`config.mk`:
```
export PLATFORM = sky130hd
export DESIGN_NAME = clahe_hist_accumulator
export DESIGN_NICKNAME = d
export VERILOG_FILES = /design/src/rtl/clahe_hist_pkg.sv /design/src/rtl/clahe_hist_rmw_pipe.sv /design/src/rtl/clahe_hist_accumulator.sv
export SDC_FILE = /design/constraint.sdc
export NUM_CORES = 1
export LEC_CHECK = 0
export BUFFER_PORTS_ARGS = -buffer_cell sky130_fd_sc_hd__buf_2
export CAP_MARGIN = 20
export CORE_UTILIZATION = 49
export CTS_CLUSTER_DIAMETER = 100
export DETAILED_ROUTE_END_ITERATION = 8
export HOLD_SLACK_MARGIN = 0.1
export PLACE_DENSITY = 0.77
export SYNTH_ARGS = -nofsm -noshare
export SYNTH_HDL_FRONTEND = slang
export SYNTH_SLANG_ARGS = --single-unit
```
`constraint.sdc`:
```
create_clock -name clk -period 3.2 [get_ports clk]
set_input_delay 0.32 -clock clk [delete_from_list [all_inputs] [get_ports clk]]
set_output_delay 0.32 -clock clk [all_outputs]
set_load 0.05 [all_outputs]
```
`src/rtl/clahe_hist_pkg.sv`:
```
// Shared definitions for the CLAHE histogram stage: FSM encoding and default
// widths reused by the histogram RAM instance and the CDF stage.
package clahe_hist_pkg;

    localparam int unsigned DEF_TILE_BITS  = 6;
    localparam int unsigned DEF_BIN_BITS   = 8;
    localparam int unsigned DEF_DATA_WIDTH = 16;

    typedef enum logic [1:0] {
        ST_IDLE  = 2'd0,
        ST_DRAIN = 2'd1,
        ST_CLEAR = 2'd2
    } hist_state_t;

endpackage

```
`src/rtl/clahe_hist_rmw_pipe.sv`:
```
// Two-stage read-modify-write pipe: S0 address capture, S1 forwarding mux,
// saturating increment and write-back request.
module clahe_hist_rmw_pipe
    import clahe_hist_pkg::*;
#(
    parameter int unsigned DATA_WIDTH = DEF_DATA_WIDTH,
    parameter int unsigned ADDR_WIDTH = DEF_TILE_BITS + DEF_BIN_BITS
) (
    input  logic                  clk,
    input  logic                  rst,
    input  logic                  i_fire,
    input  logic [ADDR_WIDTH-1:0] i_addr,
    input  logic [DATA_WIDTH-1:0] i_rd_data,
    output logic                  o_wr_en,
    output logic [ADDR_WIDTH-1:0] o_wr_addr,
    output logic [DATA_WIDTH-1:0] o_wr_data,
    output logic                  o_sat
);

    logic                  r_s1_valid;
    logic [ADDR_WIDTH-1:0] r_s1_addr;
    logic                  r_prev_valid;
    logic [ADDR_WIDTH-1:0] r_prev_addr;
    logic [DATA_WIDTH-1:0] r_prev_data;

    logic                  w_fwd;
    logic [DATA_WIDTH-1:0] w_base;
    logic                  w_full;
    logic [DATA_WIDTH-1:0] w_cnt;

    // The RAM read issued this cycle races the write of the previous pixel,
    // so a back-to-back hit on the same bin must take the in-flight count.
    assign w_fwd  = r_prev_valid && (r_prev_addr == r_s1_addr);
    assign w_base = w_fwd ? r_prev_data : i_rd_data;
    assign w_full = &w_base;
    assign w_cnt  = w_full ? w_base : w_base + DATA_WIDTH'(1);

    assign o_wr_en   = r_s1_valid;
    assign o_wr_addr = r_s1_addr;
    assign o_wr_data = w_cnt;
    assign o_sat     = r_s1_valid && w_full;

    always_ff @(posedge clk) begin
        if (rst) begin
            r_s1_valid   <= 1'b0;
            r_s1_addr    <= '0;
            r_prev_valid <= 1'b0;
            r_prev_addr  <= '0;
            r_prev_data  <= '0;
        end else begin
            r_s1_valid   <= i_fire;
            if (i_fire) begin
                r_s1_addr <= i_addr;
            end
            r_prev_valid <= r_s1_valid;
            if (r_s1_valid) begin
                r_prev_addr <= r_s1_addr;
                r_prev_data <= w_cnt;
            end
        end
    end

endmodule

```
`src/rtl/clahe_hist_accumulator.sv`:
```
// Per-tile histogram accumulator driving both ports of the histogram RAM.
// Define CLAHE_HIST_RST_CLEAR_EN to sweep the RAM to zero out of reset.
module clahe_hist_accumulator
    import clahe_hist_pkg::*;
#(
    parameter int unsigned DATA_WIDTH = DEF_DATA_WIDTH,
    parameter int unsigned TILE_BITS  = DEF_TILE_BITS,
    parameter int unsigned BIN_BITS   = DEF_BIN_BITS
) (
    input  logic                            clk,
    input  logic                            rst,
    input  logic                            in_valid,
    output logic                            in_ready,
    input  logic [BIN_BITS-1:0]             in_pixel,
    input  logic [TILE_BITS-1:0]            in_tile,
    input  logic                            clear_req,
    output logic                            clear_done,
    output logic                            busy,
    output logic                            sat_flag,
    output logic                            ram_ena,
    output logic                            ram_wea,
    output logic [TILE_BITS+BIN_BITS-1:0]   ram_addra,
    output logic [DATA_WIDTH-1:0]           ram_dina,
    input  logic [DATA_WIDTH-1:0]           ram_douta,
    output logic                            ram_enb,
    output logic                            ram_web,
    output logic [TILE_BITS+BIN_BITS-1:0]   ram_addrb,
    output logic [DATA_WIDTH-1:0]           ram_dinb
);

    localparam int unsigned ADDR_WIDTH = TILE_BITS + BIN_BITS;
    localparam int unsigned DEPTH      = 32'(1) << ADDR_WIDTH;
    localparam int unsigned K_WIDTH    = ADDR_WIDTH - 1;
    localparam logic [K_WIDTH-1:0] LAST_K = K_WIDTH'(DEPTH / 2 - 1);

    hist_state_t         r_state;
    hist_state_t         w_state_nxt;
    logic [K_WIDTH-1:0]  r_k;
    logic [K_WIDTH-1:0]  w_k_nxt;
    logic                r_clear_done;
    logic                w_clear_done_nxt;
    logic                r_sat;
    logic                w_sat_nxt;

    logic                  w_fire;
    logic [ADDR_WIDTH-1:0] w_pix_addr;
    logic                  w_wr_en;
    logic [ADDR_WIDTH-1:0] w_wr_addr;
    logic [DATA_WIDTH-1:0] w_wr_data;
    logic                  w_sat_hit;

    assign in_ready   = (r_state == ST_IDLE) && !rst;
    assign busy       = (r_state != ST_IDLE);
    assign clear_done = r_clear_done;
    assign sat_flag   = r_sat;
    assign w_fire     = in_valid && in_ready;
    assign w_pix_addr = {in_tile, in_pixel};

    clahe_hist_rmw_pipe #(
        .DATA_WIDTH (DATA_WIDTH),
        .ADDR_WIDTH (ADDR_WIDTH)
    ) u_rmw_pipe (
        .clk       (clk),
        .rst       (rst),
        .i_fire    (w_fire),
        .i_addr    (w_pix_addr),
        .i_rd_data (ram_douta),
        .o_wr_en   (w_wr_en),
        .o_wr_addr (w_wr_addr),
        .o_wr_data (w_wr_data),
        .o_sat     (w_sat_hit)
    );

    // State register and registered status outputs.
    always_ff @(posedge clk) begin
        if (rst) begin
`ifdef CLAHE_HIST_RST_CLEAR_EN
            r_state <= ST_CLEAR;
`else
            r_state <= ST_IDLE;
`endif
            r_k          <= '0;
            r_clear_done <= 1'b0;
            r_sat        <= 1'b0;
        end else begin
            r_state      <= w_state_nxt;
            r_k          <= w_k_nxt;
            r_clear_done <= w_clear_done_nxt;
            r_sat        <= w_sat_nxt;
        end
    end

    // Next-state logic and RAM port steering: pixel RMW by default, the
    // zeroing sweep owns both ports while in CLEAR.
    always_comb begin
        w_state_nxt      = r_state;
        w_k_nxt          = r_k;
        w_clear_done_nxt = 1'b0;
        w_sat_nxt        = r_sat || w_sat_hit;

        ram_ena   = w_fire;
        ram_wea   = 1'b0;
        ram_addra = w_pix_addr;
        ram_dina  = '0;
        ram_enb   = w_wr_en;
        ram_web   = w_wr_en;
        ram_addrb = w_wr_addr;
        ram_dinb  = w_wr_data;

        case (r_state)
            ST_IDLE: begin
                if (clear_req) begin
                    w_state_nxt = ST_DRAIN;
                end
            end
            ST_DRAIN: begin
                w_state_nxt = ST_CLEAR;
                w_k_nxt     = '0;
            end
            ST_CLEAR: begin
                if (!rst) begin
                    ram_ena   = 1'b1;
                    ram_wea   = 1'b1;
                    ram_addra = {r_k, 1'b0};
                    ram_enb   = 1'b1;
                    ram_web   = 1'b1;
                    ram_addrb = {r_k, 1'b1};
                    ram_dinb  = '0;
                end
                if (r_k == LAST_K) begin
                    w_state_nxt      = ST_IDLE;
                    w_k_nxt          = '0;
                    w_clear_done_nxt = 1'b1;
                    w_sat_nxt        = 1'b0;
                end else begin
                    w_k_nxt = r_k + K_WIDTH'(1);
                end
            end
            default: begin
                w_state_nxt = ST_IDLE;
            end
        endcase
    end

endmodule
```
---- After elaboration in Yosys (flattened, before gate mapping) ----
Index checks and enable logic that the tools add are counted.
storage, ports and cells
  logic and storage cells ................. 52
  bits in latches ......................... 0
  bits of input ports ..................... 34
  memory bits (read-only) ................. 0
  output and inout port bits .............. 68
  memories ................................ 0
  RAM bits ................................ 0
  flip-flop bits (word level) ............. 63
operators by class
  multiplexer cells ....................... 22
  reductions and logical operators ........ 12
  multiply operators ...................... 0
  div/mod/pow operators ................... 0
  equality and inequality tests ........... 6
  bitwise operators ....................... 1
  add/sub/neg operators ................... 2
  $lt $le $gt $ge ......................... 0
  shift operators ......................... 0
operator list
  operator                                                               count
  16-bit two-way mux                                                     4
  14-bit two-way mux                                                     4
  13-bit one-hot mux with 2 select lines                                 1
  16-bit by 1-bit adder with 16-bit output, second input constant        1
  16-bit AND reduction                                                   1
  14-bit equality test                                                   1
  13-bit by 1-bit adder with 13-bit output, second input constant        1
  13-bit equality test, second input constant                            1
  13-bit two-way mux                                                     1
  1-bit two-way mux                                                      9
  2-bit one-hot mux with 3 select lines                                  1
  1-bit logical AND                                                      4
  2-bit two-way mux                                                      2
  2-bit != test, second input constant                                   2
  2-bit nonzero test                                                     2
  2-bit by 1-bit equality test with 1-bit output, second input constant  1
  2-bit equality test, second input constant                             1
  2-bit logical NOT                                                      1
  2-bit AND reduction                                                    1
  2-bit OR reduction                                                     1
  1-bit logical NOT                                                      1
  1-bit logical OR                                                       1
  1-bit inverter                                                         1

---- Logic depth before layout (Yosys ltp) ----
  word-level depth ........................ 8
  depth in mapped cells ................... 15
  gate-level depth less buffers ........... 12

---- Hierarchy ----
A second synthesis with hierarchy kept.
second synthesis, totals
  cell total of the unflattened synthesis .. 565
  area, all modules ....................... 4296.6 µm²
by module, submodules not included
  module                  sequential area each (µm²)  times used  cells an instance  area an instance (µm²)
  clahe_hist_rmw_pipe     920.9                       1           358                2900.3
  clahe_hist_accumulator  340.3                       1           207                1396.3

---- Worst setup path after synthesis ----
Ideal clock, no wire load.
  path kind ............................... register to output
  start ................................... register u_rmw_pipe.r_s1_addr[9], in the netlist u_rmw_pipe.o_wr_addr[9]
  end ..................................... output port ram_dinb[13]
  cell stages (with the launch flop) ...... 12
  arrival ................................. 3.634 ns
  buffers on the path ..................... 1
  required time ........................... 2.880 ns
  slack ................................... -0.754 ns
  cell sequence ........................... dfxtp_1 > xnor2_1 > nand4_1 > nor4_2 > buf_2 > nand2_1 > nand2_1 > ha_1 > nand3_1 > or4_4 > mux2_4 > a21oi_1
between the ends
  longest elaborated chain between the ends .. 7
  elaborated cells between the ends (all ways) .. 8
  classes of those cells .................. add/sub: 1; eq/ne: 1; mux: 4; reduce/logical: 2
ends and longest elaborated chain
  what                                                                              line                                                  RTL
  start: declaration                                                                clahe_hist_rmw_pipe.sv:21                             logic [ADDR_WIDTH-1:0] r_s1_addr;
  start signal: assignment                                                          clahe_hist_rmw_pipe.sv:53                             r_s1_addr <= i_addr;
  14-bit equality test (*)                                                          clahe_hist_rmw_pipe.sv:33                             assign w_fwd = r_prev_valid && (r_prev_addr == r_s1_addr);
  1-bit logical AND (*)                                                             clahe_hist_rmw_pipe.sv:33
  16-bit two-way mux (*)                                                            clahe_hist_rmw_pipe.sv:34                             assign w_base = w_fwd ? r_prev_data : i_rd_data;
  16-bit by 1-bit adder with 16-bit output or 16-bit AND reduction (tied branches)  clahe_hist_rmw_pipe.sv:36, clahe_hist_rmw_pipe.sv:35
  16-bit two-way mux (*)                                                            clahe_hist_rmw_pipe.sv:36                             assign w_cnt = w_full ? w_base : w_base + DATA_WIDTH'(1);
  16-bit two-way mux                                                                clahe_hist_accumulator.sv:121                         if (!rst) begin
  16-bit two-way mux (*)                                                            clahe_hist_accumulator.sv:110                         case (r_state)
  end: declaration                                                                  clahe_hist_accumulator.sv:28                          output logic [DATA_WIDTH-1:0] ram_dinb
Mark *: on every way between the ends. The rest lies on a longest branch, timed or not.

---- Worst setup path in the final report ----
  start ................................... register u_rmw_pipe.r_prev_addr[4]
  end ..................................... output port ram_dinb[9]
between the ends
  longest elaborated chain between the ends .. 7
  elaborated cells between the ends (all ways) .. 8
  classes of those cells .................. add/sub: 1; eq/ne: 1; mux: 4; reduce/logical: 2
ends and longest elaborated chain
  what                                                                              line                                                  RTL
  start: declaration                                                                clahe_hist_rmw_pipe.sv:23                             logic [ADDR_WIDTH-1:0] r_prev_addr;
  start signal: assignment                                                          clahe_hist_rmw_pipe.sv:57                             r_prev_addr <= r_s1_addr;
  14-bit equality test (*)                                                          clahe_hist_rmw_pipe.sv:33
  1-bit logical AND (*)                                                             clahe_hist_rmw_pipe.sv:33
  16-bit two-way mux (*)                                                            clahe_hist_rmw_pipe.sv:34
  16-bit by 1-bit adder with 16-bit output or 16-bit AND reduction (tied branches)  clahe_hist_rmw_pipe.sv:36, clahe_hist_rmw_pipe.sv:35
  16-bit two-way mux (*)                                                            clahe_hist_rmw_pipe.sv:36
  16-bit two-way mux                                                                clahe_hist_accumulator.sv:121
  16-bit two-way mux (*)                                                            clahe_hist_accumulator.sv:110
Marks and branches as above.

==> metrics.log <==
[metrics] Peak Freq: between 200 and 300 MHz
[metrics] number of clock sinks seen by CTS: 63
[metrics] number of enable flip-flop cells after synthesis: 0
[metrics] wire length per cell after detailed routing: approximately 16 um
[metrics] final slew viol count: 0
[metrics] GR Util All Layers: 0.2779
[metrics] post-synthesis cell type with the largest combined area: sky130_fd_sc_hd__dfxtp_1
[metrics] number of iterations in the first detailed-routing pass: 5
[metrics] total of fill cells in the finished design: approximately 600
[metrics] clock insertion delay at the later pin of the skew report: between 300 and 400 ps
[metrics] Hold Vio Cnt, Final: 0
[metrics] remaining design rule violation count: 0
[metrics] non-filler instance count after layout: a little over 800
[metrics] Top-Level Pins: about 100
[metrics] Diodes inserted: 0
[metrics] sum of internal, switching and leakage power: a little over 3 mW
[metrics] Critical R2R Capture: u_rmw_pipe.r_prev_data[9]$_SDFFE_PP0P_
[metrics] cell count after placement: between 700 and 800
[metrics] number of flip-flops and latches in the synthesized netlist: between 60 and 70
[metrics] most common cell after layout, fill and taps aside: sky130_fd_sc_hd__nand2_1
[metrics] share of synthesized cell area in full adder, half adder and majority cells: 0.01792
[metrics] dominant cells by area after synthesis: sky130_fd_sc_hd__dfxtp_1 (30%), sky130_fd_sc_hd__nand2_1 (10%), sky130_fd_sc_hd__mux2i_1 (6.9%), sky130_fd_sc_hd__xnor2_1 (5.4%), sky130_fd_sc_hd__nor2_1 (5.0%)
[metrics] num rows: 33
[metrics] number of maximum-capacitance violations: 0
[metrics] level count of the clock H-tree: 3
[metrics] pre-CTS WS: -306.0 ps
[metrics] Max Buffers Root-to-Sink: 2
[metrics] total half-perimeter wirelength after legalization and detailed placement: about 8500 um
[metrics] crit-path max FO: 4
[metrics] TritonCTS clock tree: done
[metrics] worst-case register-to-register setup slack: -160 ps
[metrics] maximum vdd drop: about 290 uV
[metrics] placeable core area: roughly 8300 um^2
[metrics] number of buffers inserted during clock tree synthesis: 9
[metrics] hold-critical path depth: 3
[metrics] Cell variety after synth: between 50 and 60
[metrics] Most used DFF post-synth: sky130_fd_sc_hd__dfxtp_1
[metrics] Post-DP Area: roughly 5100 um^2
[metrics] Max Clock Skew: between 10 and 15 ps
[metrics] RSZ-0062 raised after global routing: true
[metrics] count of port buffers added during placement: between 80 and 90
[metrics] headroom to the max-slew limit: 0.3523
[metrics] initial DRC count: around 370
[metrics] wire length after detailed routing: 13170 um
[metrics] Antenna Nets Post-Route: 0
[metrics] area share of and/or/nand/nor cells after synthesis: 0.3265
[metrics] critical path type: reg -> out
[metrics] count of hold buffers inserted by post-cts repair: 0
[metrics] pin count of the biggest net entering global routing: 44
[metrics] slack of the critical path: -581.6 ps
[metrics] Mapped Avg Cell Area: 7.427 um^2
[metrics] fin crit share: 1.182
[metrics] number of cells traversed by the worst register-to-register path: 14
[metrics] most used cells in the layout excluding fill and tap cells: sky130_fd_sc_hd__nand2_1 (111), sky130_fd_sc_hd__buf_4 (76), sky130_fd_sc_hd__buf_2 (69)
[metrics] outcome: finished, violations left
[metrics] Initial Utilization: 0.5073
[metrics] synthesis-to-finish area growth: 42.77%
[metrics] main combinational cell family by area after synthesis: simple AND/OR/NAND/NOR gates
[metrics] number of antenna violations at the first check in global routing: 0
[metrics] Final Cell Area: 5981 um^2
[metrics] Worst Max-Slew Pin Slew: a little under 1000 ps
[metrics] placer congestion estimate: just over 0.9
[metrics] cell count after synthesis: between 500 and 600
[metrics] chip width: around 94 um
[metrics] post-synthesis compound-gate area fraction: 0.1135
[metrics] Leakage Power: ~2.6 nW
[metrics] clock-pin slew reported for the worst setup and hold paths after clock tree synthesis: about 70 ps
[metrics] crit path DAT: around 3500 ps
[metrics] share of the synthesized area in the top cell type: 0.3011
[metrics] library cell used as clock root buffer: sky130_fd_sc_hd__clkbuf_8
[metrics] netlist area before placement: ~4200 um^2
[metrics] cell area power density: just over 500 nW/um^2
[metrics] first-pass GRT wire length: just under 20000 um
[metrics] fraction of the yosys area taken by sequential cells: 0.3011
[metrics] total vias in the final route: about 4700
[metrics] xor and xnor area share after synthesis: 0.08572
[metrics] remaining global-route overflow: 0
[metrics] failing checks: negative setup slack
[metrics] synthesis warning total: 0
[metrics] worst r2r src: u_rmw_pipe.r_prev_addr[4]$_SDFFE_PP0P_
[metrics] worst hold path startpoint: in_tile[0]
[metrics] Hold WC Path Type: in -> reg
[metrics] height of the die: 94.46 um
[metrics] CP required: 2880 ps
[metrics] end point of the most critical hold path: u_rmw_pipe.o_wr_addr[8]$_SDFFE_PP0P_
[metrics] fraction of final layout cells sized beyond drive strength 1: 0.3727
[metrics] overall die area: 8923 um^2
[metrics] final critical path time including I/O delays and setup: about 3800 ps
[metrics] share of async-settable or async-resettable flops after synthesis: 0
[metrics] mux contribution to synthesized area: 0.08363
[metrics] # setup viols final: 17
[metrics] vias per cell: 5.713
[metrics] post-layout net count: roughly 750
[metrics] crit end category: output pin
[metrics] vias in the first global route: approximately 4200
[metrics] startpoint type of the worst setup path: flip-flop
-- per-layer routing --
| metal | track usage | vias to the layer above | wire length [um] | share of wire |
|---|---|---|---|---|
| li1 | - | 2204 | - | - |
| met1 | 0.3378 | 2172 | 5278 | 0.40 |
| met2 | 0.4716 | 237 | 6443 | 0.49 |
| met3 | 0.04589 | 49 | 1022 | 0.078 |
| met4 | 0.1427 | 0 | 430 | 0.033 |
| met5 | 0 | - | 0 | 0 |
-- logic make-up (layout without fill, tap and decap cells) --
family,count (synthesis),count (layout)
buffers and inverters,55,187
adder cells (fa/ha/maj),6,6
AO/OA/AOI/OAI,79,79
flip-flops,63,63
AND/OR/NAND/NOR,286,286
other,1,16
multiplexers,33,33
XOR/XNOR,41,41
-- worst max path at each step --
stage / endpoint / cells after the start / start
floorplan: ram_dinb[11] / 14 / u_rmw_pipe.r_prev_addr[2]$_SDFFE_PP0P_
global placement: ram_dinb[9] / 13 / u_rmw_pipe.r_prev_addr[6]$_SDFFE_PP0P_
detailed placement: ram_dinb[9] / 13 / u_rmw_pipe.r_prev_addr[6]$_SDFFE_PP0P_
CTS: ram_dinb[13] / 11 / u_rmw_pipe.o_wr_addr[1]$_SDFFE_PP0P_
global route: ram_dinb[9] / 13 / u_rmw_pipe.r_prev_addr[4]$_SDFFE_PP0P_
finish: ram_dinb[9] / 13 / u_rmw_pipe.r_prev_addr[4]$_SDFFE_PP0P_
-- where the power goes --
| group | internal, mW | switching [mW] |
|---|---|---|
| combinational | 0.497 | 0.842 |
| clock | 0.394 | 0.305 |
| sequential | 0.868 | 0.110 |
| total | 1.76 | 1.26 |
-- per-stage QoR --
| step | hold slack [ps] | utilization | setup TNS, ps |
|---|---|---|---|
| 6_report | 193.6 | 0.7242 | -7543 |
| 5_1_grt | 206.7 | 0.7242 | -9124 |
| 4_1_cts | 179.7 | 0.6936 | -6821 |
| 3_5_place_dp | 472.0 | 0.6218 | -2574 |
| 3_3_place_gp | 465.5 | 0.6218 | -1454 |
| 2_1_floorplan | 428.5 | - | -679.2 |
-- synth_stat cells (8+ instances only) --
cell,instances
sky130_fd_sc_hd__nand2_1,113
sky130_fd_sc_hd__dfxtp_1,63
sky130_fd_sc_hd__nor2_1,56
sky130_fd_sc_hd__o21ai_0,36
sky130_fd_sc_hd__mux2i_1,29
sky130_fd_sc_hd__xnor2_1,26
sky130_fd_sc_hd__nand3_1,23
sky130_fd_sc_hd__nand4_1,20
sky130_fd_sc_hd__nand2b_1,19
sky130_fd_sc_hd__buf_4,18
sky130_fd_sc_hd__clkbuf_1,16
sky130_fd_sc_hd__xor2_1,15
sky130_fd_sc_hd__a21oi_1,14
sky130_fd_sc_hd__nor3_1,10
sky130_fd_sc_hd__nor4_1,10
sky130_fd_sc_hd__and2_1,8
sky130_fd_sc_hd__inv_1,8
-- registers in the layout, indices dropped and copies added (netlist names) --
| name | cells |
|---|---|
| u_rmw_pipe.r_prev_data | 16 |
| u_rmw_pipe.o_wr_addr | 14 |
| u_rmw_pipe.r_prev_addr | 14 |
| r_k | 13 |
| r_state | 2 |
| clear_done | 1 |
| sat_flag | 1 |
| u_rmw_pipe.o_wr_en | 1 |
| u_rmw_pipe.r_prev_valid | 1 |
-- final cells by class --
type,count,area [um^2],area share
inverter,8,30.03,0.005021
sequential,63,1279,0.2138
multi-input combinational,461,3189,0.5333
timing repair buffer,165,1156,0.1933
tap,105,131.4,0.02197
clock inverter,3,43.79,0.007322
clock buffer,11,151.4,0.02531
-- critical path, cell delays in order (launching register included) --
cell and delay [ps]:
sky130_fd_sc_hd__dfxtp_2 340, sky130_fd_sc_hd__xnor2_2 190, sky130_fd_sc_hd__nand4_1 160, sky130_fd_sc_hd__or4_4 570
sky130_fd_sc_hd__mux2_4 340, sky130_fd_sc_hd__ha_4 200, sky130_fd_sc_hd__nand3_4 120, sky130_fd_sc_hd__nor4_4 40
sky130_fd_sc_hd__buf_4 170, sky130_fd_sc_hd__nor4_2 210, sky130_fd_sc_hd__xor2_1 330, sky130_fd_sc_hd__mux2i_2 150
sky130_fd_sc_hd__nor2_4 100, sky130_fd_sc_hd__buf_4 200
-- repair_timing --
item,in CTS,in global routing
pin swaps,25,27
setup buffers,20,14
gates resized for setup,60,43
setup endpoints to repair,17,25
cloned,0,0
Note: power is estimated with default switching activity, not from simulation.
